### src/rtl/mul_div_unit_pkg.sv
// Shared types for the iterative multiply/divide unit.
// Op codes, FSM states and step modes.
package mul_div_unit_pkg;

  localparam int MD_WORD_WIDTH = 32;

  typedef enum logic [2:0] {
    MD_NOP   = 3'd0,
    MD_MULT  = 3'd1,
    MD_MULTU = 3'd2,
    MD_DIV   = 3'd3,
    MD_DIVU  = 3'd4,
    MD_MTHI  = 3'd5,
    MD_MTLO  = 3'd6,
    MD_RSVD  = 3'd7
  } md_op_e;

  typedef enum logic [1:0] {
    S_IDLE = 2'd0,
    S_RUN  = 2'd1,
    S_FIX  = 2'd2
  } md_state_e;

  typedef enum logic {
    MODE_MUL = 1'b0,
    MODE_DIV = 1'b1
  } md_mode_e;

  function automatic logic is_arith_op(
    input logic [2:0] op
  );
    return (op == MD_MULT) || (op == MD_MULTU) ||
           (op == MD_DIV)  || (op == MD_DIVU);
  endfunction

  function automatic logic is_signed_op(
    input logic [2:0] op
  );
    return (op == MD_MULT) || (op == MD_DIV);
  endfunction

  function automatic logic is_div_op(
    input logic [2:0] op
  );
    return (op == MD_DIV) || (op == MD_DIVU);
  endfunction

endpackage

### src/rtl/mul_div_unit_step.sv
// One iteration of shift-add multiply or restoring divide.
// acc = {rem/prod-high (W+1), quot/prod-low (W)}.
module md_step
  import mul_div_unit_pkg::*;
#(
  parameter int WORD_WIDTH = MD_WORD_WIDTH
) (
  input  logic [2*WORD_WIDTH:0]  acc_in,
  input  logic [WORD_WIDTH-1:0]  operand,
  input  md_mode_e               mode,
  output logic [2*WORD_WIDTH:0]  acc_out
);

  localparam int W = WORD_WIDTH;

  logic [W-1:0] addend;
  logic [W:0]   sum;
  logic [W:0]   shl;
  logic [W+1:0] diff;
  logic         unused_top;

  assign unused_top = acc_in[2*W];

  // add-shift for multiply, trial-subtract-shift for divide
  always_comb begin
    addend  = acc_in[0] ? operand : {W{1'b0}};
    sum     = {1'b0, acc_in[2*W-1:W]} + {1'b0, addend};
    shl     = {acc_in[2*W-1:W], acc_in[W-1]};
    diff    = {1'b0, shl} - {2'b00, operand};
    acc_out = '0;
    unique case (mode)
      MODE_MUL: acc_out = {1'b0, sum, acc_in[W-1:1]};
      MODE_DIV: begin
        if (diff[W+1])
          acc_out = {shl, acc_in[W-2:0], 1'b0};
        else
          acc_out = {diff[W:0], acc_in[W-2:0], 1'b1};
      end
      default: acc_out = '0;
    endcase
  end

endmodule

### src/rtl/mul_div_unit.sv
// Iterative MULT/MULTU/DIV/DIVU unit with HI/LO registers.
// Magnitude datapath; signs are fixed up in a final cycle.
module mul_div_unit
  import mul_div_unit_pkg::*;
#(
  parameter int WORD_WIDTH = MD_WORD_WIDTH
) (
  input  logic                  clk,
  input  logic                  rst_n,
  input  logic                  start,
  input  logic [2:0]            mdOp,
  input  logic [WORD_WIDTH-1:0] inA,
  input  logic [WORD_WIDTH-1:0] inB,
  input  logic                  cancel,
  output logic                  busy,
  output logic                  done,
  output logic [WORD_WIDTH-1:0] hi,
  output logic [WORD_WIDTH-1:0] lo
);

  localparam int W  = WORD_WIDTH;
  localparam int CW = $clog2(W + 1);
  localparam logic [CW-1:0] CNT_INIT = CW'(W);
  localparam logic [CW-1:0] CNT_LAST = CW'(1);

  md_state_e      state;
  md_state_e      state_nx;
  md_mode_e       mode;
  logic [CW-1:0]  cnt;
  logic [2*W:0]   acc;
  logic [2*W:0]   acc_nx;
  logic [W-1:0]   opnd;
  logic [W-1:0]   a_raw;
  logic           neg_q;
  logic           neg_r;
  logic           div0;

  logic           sgn;
  logic           op_div;
  logic           sa;
  logic           sb;
  logic [W-1:0]   abs_a;
  logic [W-1:0]   abs_b;
  logic           accept;
  logic           launch;

  logic [2*W-1:0] prod;
  logic [2*W-1:0] prod_fix;
  logic [W-1:0]   quot;
  logic [W-1:0]   rem;
  logic [W-1:0]   hi_fix;
  logic [W-1:0]   lo_fix;
  logic           unused_acc;

  assign unused_acc = acc[2*W];

  md_step #(
    .WORD_WIDTH (W)
  ) u_step (
    .acc_in  (acc),
    .operand (opnd),
    .mode    (mode),
    .acc_out (acc_nx)
  );

  // condition a new request: magnitudes, signs, accept
  always_comb begin
    sgn    = is_signed_op(mdOp);
    op_div = is_div_op(mdOp);
    sa     = sgn & inA[W-1];
    sb     = sgn & inB[W-1];
    abs_a  = sa ? -inA : inA;
    abs_b  = sb ? -inB : inB;
    accept = (state == S_IDLE) & start & ~cancel;
    launch = accept & is_arith_op(mdOp);
  end

  // sign correction of the finished magnitude result
  always_comb begin
    prod     = acc[2*W-1:0];
    prod_fix = neg_q ? -prod : prod;
    quot     = acc[W-1:0];
    rem      = acc[2*W-1:W];
    hi_fix   = prod_fix[2*W-1:W];
    lo_fix   = prod_fix[W-1:0];
    if (mode == MODE_DIV) begin
      hi_fix = neg_r ? -rem : rem;
      lo_fix = neg_q ? -quot : quot;
      if (div0) begin
        hi_fix = a_raw;
        lo_fix = {W{1'b1}};
      end
    end
  end

  // FSM state register
  always_ff @(posedge clk or negedge rst_n) begin
    if (!rst_n)
      state <= S_IDLE;
    else
      state <= state_nx;
  end

  // FSM next state; cancel beats completion
  always_comb begin
    state_nx = state;
    unique case (state)
      S_IDLE: if (launch) state_nx = S_RUN;
      S_RUN: begin
        if (cancel)
          state_nx = S_IDLE;
        else if (cnt == CNT_LAST)
          state_nx = S_FIX;
      end
      S_FIX:   state_nx = S_IDLE;
      default: state_nx = S_IDLE;
    endcase
  end

  // datapath, HI/LO and registered status
  always_ff @(posedge clk or negedge rst_n) begin
    if (!rst_n) begin
      busy  <= 1'b0;
      done  <= 1'b0;
      hi    <= '0;
      lo    <= '0;
      cnt   <= '0;
      acc   <= '0;
      opnd  <= '0;
      a_raw <= '0;
      mode  <= MODE_MUL;
      neg_q <= 1'b0;
      neg_r <= 1'b0;
      div0  <= 1'b0;
    end else begin
      done <= 1'b0;
      unique case (state)
        S_IDLE: begin
          if (accept && mdOp == MD_MTHI)
            hi <= inA;
          if (accept && mdOp == MD_MTLO)
            lo <= inA;
          if (launch) begin
            mode  <= op_div ? MODE_DIV : MODE_MUL;
            opnd  <= op_div ? abs_b : abs_a;
            acc   <= {{(W+1){1'b0}},
                      op_div ? abs_a : abs_b};
            a_raw <= inA;
            div0  <= op_div & (inB == '0);
            neg_q <= sa ^ sb;
            neg_r <= sa;
            cnt   <= CNT_INIT;
            busy  <= 1'b1;
          end
        end
        S_RUN: begin
          if (cancel) begin
            busy <= 1'b0;
            cnt  <= '0;
          end else begin
            acc <= acc_nx;
            cnt <= cnt - 1'b1;
          end
        end
        S_FIX: begin
          busy <= 1'b0;
          if (!cancel) begin
            hi   <= hi_fix;
            lo   <= lo_fix;
            done <= 1'b1;
          end
        end
        default: busy <= 1'b0;
      endcase
    end
  end

endmodule

### config.mk
export PLATFORM = sky130hd
export DESIGN_NAME = mul_div_unit
export DESIGN_NICKNAME = d
export VERILOG_FILES = /design/src/rtl/mul_div_unit_pkg.sv /design/src/rtl/mul_div_unit_step.sv /design/src/rtl/mul_div_unit.sv
export SDC_FILE = /design/constraint.sdc
export NUM_CORES = 1
export LEC_CHECK = 0
export CORE_MARGIN = 5
export CORE_UTILIZATION = 54
export CTS_CLUSTER_DIAMETER = 200
export DETAILED_ROUTE_END_ITERATION = 7
export HOLD_SLACK_MARGIN = 0.1
export PLACE_DENSITY = 0.74
export RECOVER_POWER = 100
export REMOVE_ABC_BUFFERS = 1
export SLEW_MARGIN = 10
export SYNTH_ARGS = -nofsm -noshare
export SYNTH_HDL_FRONTEND = slang
export SYNTH_SLANG_ARGS = --single-unit
### constraint.sdc
create_clock -name clk -period 3.1 [get_ports clk]
set_input_delay 0.775 -clock clk [delete_from_list [all_inputs] [get_ports clk]]
set_output_delay 0.775 -clock clk [all_outputs]
set_load 0.01 [all_outputs]
; ---- Word-level counts from Yosys, hierarchy flattened
; Index checks and enable logic that the tools add are counted.
[word_totals]
reg_bits = 206
input_bits = 71
out_inout_bits = 66
word_cells = 100
[op_classes]
addsub = 8
eq_ne = 16
mux = 36
bitwise = 9
n_reduce_logical = 18
[op_table]
columns = operator, n
row1 = 32-bit 2-to-1 mux, 15
row2 = 64-bit 2-to-1 mux, 4
row3 = 64-bit case mux with 2 select lines, 2
row4 = 32-bit negation, 4
row5 = 32-bit case mux with 2 select lines, 2
row6 = 64-bit negation, 1
row7 = 33-bit by 32-bit subtractor with 34-bit output, 1
row8 = 32-bit by 32-bit adder with 33-bit output, 1
row9 = 32-bit logical NOT, 1
row10 = 6-bit 2-to-1 mux, 2
row11 = 6-bit case mux with 2 select lines, 1
row12 = "3-bit == test, second input constant", 3
row13 = 3-bit AND reduction, 3
row14 = "2-bit inequality test, second input constant", 4
row15 = 2-bit AND reduction, 4
row16 = 1-bit bitwise AND, 6
row17 = "3-bit by 2-bit == test with 1-bit output, second input constant", 2
row18 = "6-bit by 1-bit == test with 1-bit output, second input constant", 1
row19 = 2-bit 2-to-1 mux, 3
row20 = "6-bit by 1-bit subtractor with 6-bit output, second input constant", 1
row21 = 1-bit logical OR, 5
row22 = 1-bit 2-to-1 mux, 5
row23 = "2-bit by 1-bit inequality test with 1-bit output, second input constant", 2
row24 = 2-bit case mux with 2 select lines, 1
row25 = other kinds (10), 13

; ---- Logic depth before layout (Yosys ltp)
[logic_depth]
ltp_word = 7
depth_mapped = 15
mapped_depth_nobuf = 13

; ---- Cells and area by module
; From an unflattened synthesis, not the netlist that was laid out.
[hier_totals]
hier_cells = 2312
area_unflattened_um2 = 17837.1
[by_module_without_submodules]
columns = mod, instances, cells_each, area_each_um2, seq_area_each_um2
row1 = mul_div_unit, 1, 1653, 13170.1, 5180.0
row2 = md_step, 1, 659, 4667.0, 0.0

; ---- Worst setup path before layout
; No wires, ideal clock.
[synth_path]
path_type = register -> register
startpoint = register acc[31]
endpoint = register acc[56]
setup_time_ns = 0.122
t_arrival_ns = 3.306
required_ns = 2.978
path_slack_ns = -0.328
path_stages_with_launch = 14
path_buffers = 0
period_less_slack_ns = 3.428
cell_sequence = dfrtp_1 inv_1 ha_1 inv_1 fa_1 a211oi_1 o211ai_1 a221oi_1 o31ai_1 a31oi_1 nor2_1 o221a_2 or4b_2 a32o_1
[synth_between]
elab_chain_len = 5
[synth_lines]
columns = element, line
row1 = "start, declared", mul_div_unit.sv:30  ; logic [2*W:0] acc;
row2 = "start signal, assigned", mul_div_unit.sv:146  ; acc <= {{(W+1){1'b0}},
row3 = "start signal, assigned", mul_div_unit.sv:161  ; acc <= acc_nx;
row4 = 33-bit by 32-bit subtractor with 34-bit output, mul_div_unit_step.sv:29  ; diff = {1'b0, shl} - {2'b00, operand};
row5 = 64-bit 2-to-1 mux, mul_div_unit_step.sv:34  ; if (diff[W+1])
row6 = 64-bit case mux with 2 select lines, mul_div_unit_step.sv:31  ; unique case (mode)
row7 = 64-bit 2-to-1 mux, mul_div_unit.sv:157  ; if (cancel) begin
row8 = 64-bit case mux with 2 select lines, mul_div_unit.sv:137  ; unique case (state)
; No other way between the ends. The select of a mux whose other input is x is not followed.
; A chain may end at the register's enable or synchronous reset.

; ---- Worst setup path in the final report
; Ends and elaborated chain as after synthesis.

==> metrics <==
status finished, violations left; failing checks capacitance limit, slew limit, setup timing; critical path launch point acc[31]$_DFFE_PN0P_; CTS tree built; DR pass1 iterations 5; Final setup viols 43; relative slew slack -7.22%; largest net degree at the start of global routing between 90 and 100; Area growth, synth to finish 35.7%; slowest stage delay, CP approximately 0.47 ns; worst-margin pin slew 1.61 ns; Num CTS Buffers 26; drt via density 6.38; Tmin final 3.44 ns; drt wl/cell between 20 and 25 um; Max Cap Viol 1; worst hold slack 0.475 ns; CP required around 3.5 ns; fin worst setup slack -0.335 ns; Initial Util a little over half; register area share after synthesis about 30%; Critical Path Sink Type flop; critical path arrival 3.87 ns; first-pass GRT wire length approximately 110000 um; internal power 11800 uW; Max Root-Sink Buffers 3; fin crit share 111%; antenna violations before repair 0; Detailed Route WL 69500 um; Cell Rows 65; Avg Inst Size Synth 7.53 sq um; Worst Hold Launch lo[5]$_DFFE_PN0P_; Final Max Tran Viols just over 60; post-route ant nets 0; # fillers between 2000 and 2500; DP Wirelength between 50000 and 60000 um; vias in the first global route 19200; ANT cells 0; Fin Clk Skew approximately 0.036 ns; NetSw 9930 uW; ratio of cells with drive above 1 in the final layout between 20 and 25%; yosys warns 0; FFs w/ async S/R, synth 100%; Lkg Pwr 0.0103 uW; Clock Latency Late Sink 0.57 ns; critical path cell sequence inv_2 > ha_4 > inv_2 > fa_2 > a211oi_2 > buf_4 > o211ai_1 > a221oi_2 > o31ai_2 > a31oi_1 > buf_4 > nor2_2 > o221a_2 > or4b_4 > a32o_1; final std cells w/o fill 3120; grt total ovfl 0; Ports 137; Total GRT Usage a little under two fifths; sequential power share 20.8%; Fmax between 200 and 300 MHz; RSZ-0062 raised after global routing yes; Comb power frac 65.3%; deepest level of the CTS H-tree 1; Mapped Cells approximately 2300; Max rail drop VDD 0.713 mV; Yosys cell types 79; area of the core 31500 sq um; Min-Delay Path Class reg2reg; crit path launch type flop; Die H 188 um; Hold Vio Cnt, Final 0; Clock power frac approximately 14%; die boundary width 188 um; initial DRC count 2344; DIE AREA 35400 sq um; reg-to-reg startpoint acc[31]$_DFFE_PN0P_; gpl congestion between 1 and 1.5; power per standard cell area 933 nW/um^2; # hold bufs at CTS 0; clk slew on worst S/H paths 0.07 ns; #FFs+latches synth 206; vias approximately 20000; port bufs 136; multi-input logic area around 12000 sq um; DRC viols 0; Placed Cells 3038; root buf cell clkbuf_16; synthesized cell area 17100 sq um; Sink Count 206; Worst path slowest cell or4b_4; Post-synth EDFFs 0; Primary FF master, synth dfrtp_1; final-stage net count ~2800; Critical Setup Path Class reg2reg; Register Area 5160 sq um; critical-path maximum fanout 2; sw frac 45.7%
[sequential cells by signal, summed over array words and instances (netlist names)]
register / flops
cnt: 6
acc: 64
hi: 32
div0: 1
neg_r: 1
done: 1
lo: 32
neg_q: 1
a_raw: 32
mode: 1
busy: 1
opnd: 32
state: 2
[cells in the final DEF, fill, tap and decap left out, types with 26 or more instances in the layout]
| cell type | instances |
|---|---|
| dlygate4sd3_1 | 67 |
| a21oi_1 | 163 |
| inv_1 | 63 |
| buf_4 | 371 |
| clkdlybuf4s50_1 | 68 |
| nor2_1 | 199 |
| nand2_1 | 356 |
| nand3_1 | 36 |
| o21ai_0 | 214 |
| xnor2_1 | 90 |
| mux2i_1 | 37 |
| ha_1 | 64 |
| nor3_1 | 43 |
| o22ai_1 | 47 |
| o211ai_1 | 26 |
| clkbuf_16 | 26 |
| xor2_1 | 84 |
| o31ai_1 | 27 |
| or3_1 | 26 |
| o21ai_1 | 30 |
| dfrtp_1 | 205 |
[cells by family (layout without fill, tap and decap cells)]
logic type	count (synthesis)	after routing	synth area share, %
simple gates	818	818	21.5
compound gates	726	726	26.1
buf+inv	235	676	5.35
flops	206	206	30.1
xor+xnor	176	176	8.99
fa+ha+maj	72	72	5.34
mux	44	44	2.62
[metrics by stage]
step	cell area, sq um	power [uW]	worst slack (ns)	setup TNS [ns]	utilization (%)
after global placement	21600	16800	-0.700	-11.59	68.7
after detailed placement	21600	17100	-0.727	-16.45	68.7
final	23300	21700	-0.335	-5.02	73.9
after CTS	22900	20900	-0.318	-0.630	72.8
after floorplan	16500	11500	-1.10	-109.99	-
after global routing	23300	23100	-0.548	-15.98	73.9
[power by group through the flow]
stage	Sequential [uW]	Combinational, uW	Clock [uW]
finish	4520	14200	3010
floorplan	4800	6710	0
global placement	4500	12300	0
CTS	4510	13400	3010
global route	4640	15300	3130
detailed placement	4540	12600	0
[what timing repair did]
action | CTS | global route
endpoints found under the setup margin | 24 | 68
gates resized for setup | 90 | 96
pin swaps | 51 | 72
setup buffers | 19 | 20
[layer usage]
metal / global-route usage (%) / vias to the layer above / part of all wire [%]
met1: 49.8 / 9502 / 40
met3: 5.97 / 251 / 9.0
li1: - / 9030 / -
met4: 17.6 / 0 / 6.0
met5: 0 / - / 0
met2: 59.3 / 1125 / 45
[synth_stat cells, types with 33 or more instances]
cell | count | area, sq um
o21ai_0 | 245 | 1230
o22ai_1 | 47 | 294
mux2i_1 | 37 | 370
xnor2_1 | 92 | 806
a21oi_1 | 176 | 881
o31ai_1 | 33 | 248
ha_1 | 70 | 876
dfrtp_1 | 206 | 5150
nand2_1 | 358 | 1340
nor2_1 | 206 | 773
nand3_1 | 38 | 190
inv_1 | 69 | 259
clkbuf_1 | 142 | 533
xor2_1 | 84 | 736
nor3_1 | 45 | 225
[worst max-delay path, delay by kind of cell (launching register included)]
family | cells | cell delay (ns)
AO/OA/AOI/OAI | 7 | 1.49
adder cells (fa/ha/maj) | 2 | 0.50
AND/OR/NAND/NOR | 2 | 0.50
buffers and inverters | 4 | 0.42
flip-flops | 1 | 0.39
[final cells by class]
cell class	count	share of cell area, %
timing repair buffer	560	20.4
tap	402	2.16
clock buffer	34	3.01
multi-input combinational	1836	50.6
sequential	206	22.2
inverter	70	1.15
clock inverter	12	0.495
[worst paths after layout]
kind,to,slack [ns],cells past startpoint
worst max-delay path,acc[56]$_DFFE_PN0P_,-0.34,15
worst min-delay path,lo[5]$_DFFE_PN0P_,0.47,2
worst max register to register,acc[56]$_DFFE_PN0P_,-0.34,15
worst min register to register,lo[5]$_DFFE_PN0P_,0.47,2
max in group asynchronous,hi[8]$_DFFE_PN0P_,0.63,2
min in group asynchronous,acc[58]$_DFFE_PN0P_,0.61,1
Note: power is estimated with default switching activity, not from simulation.
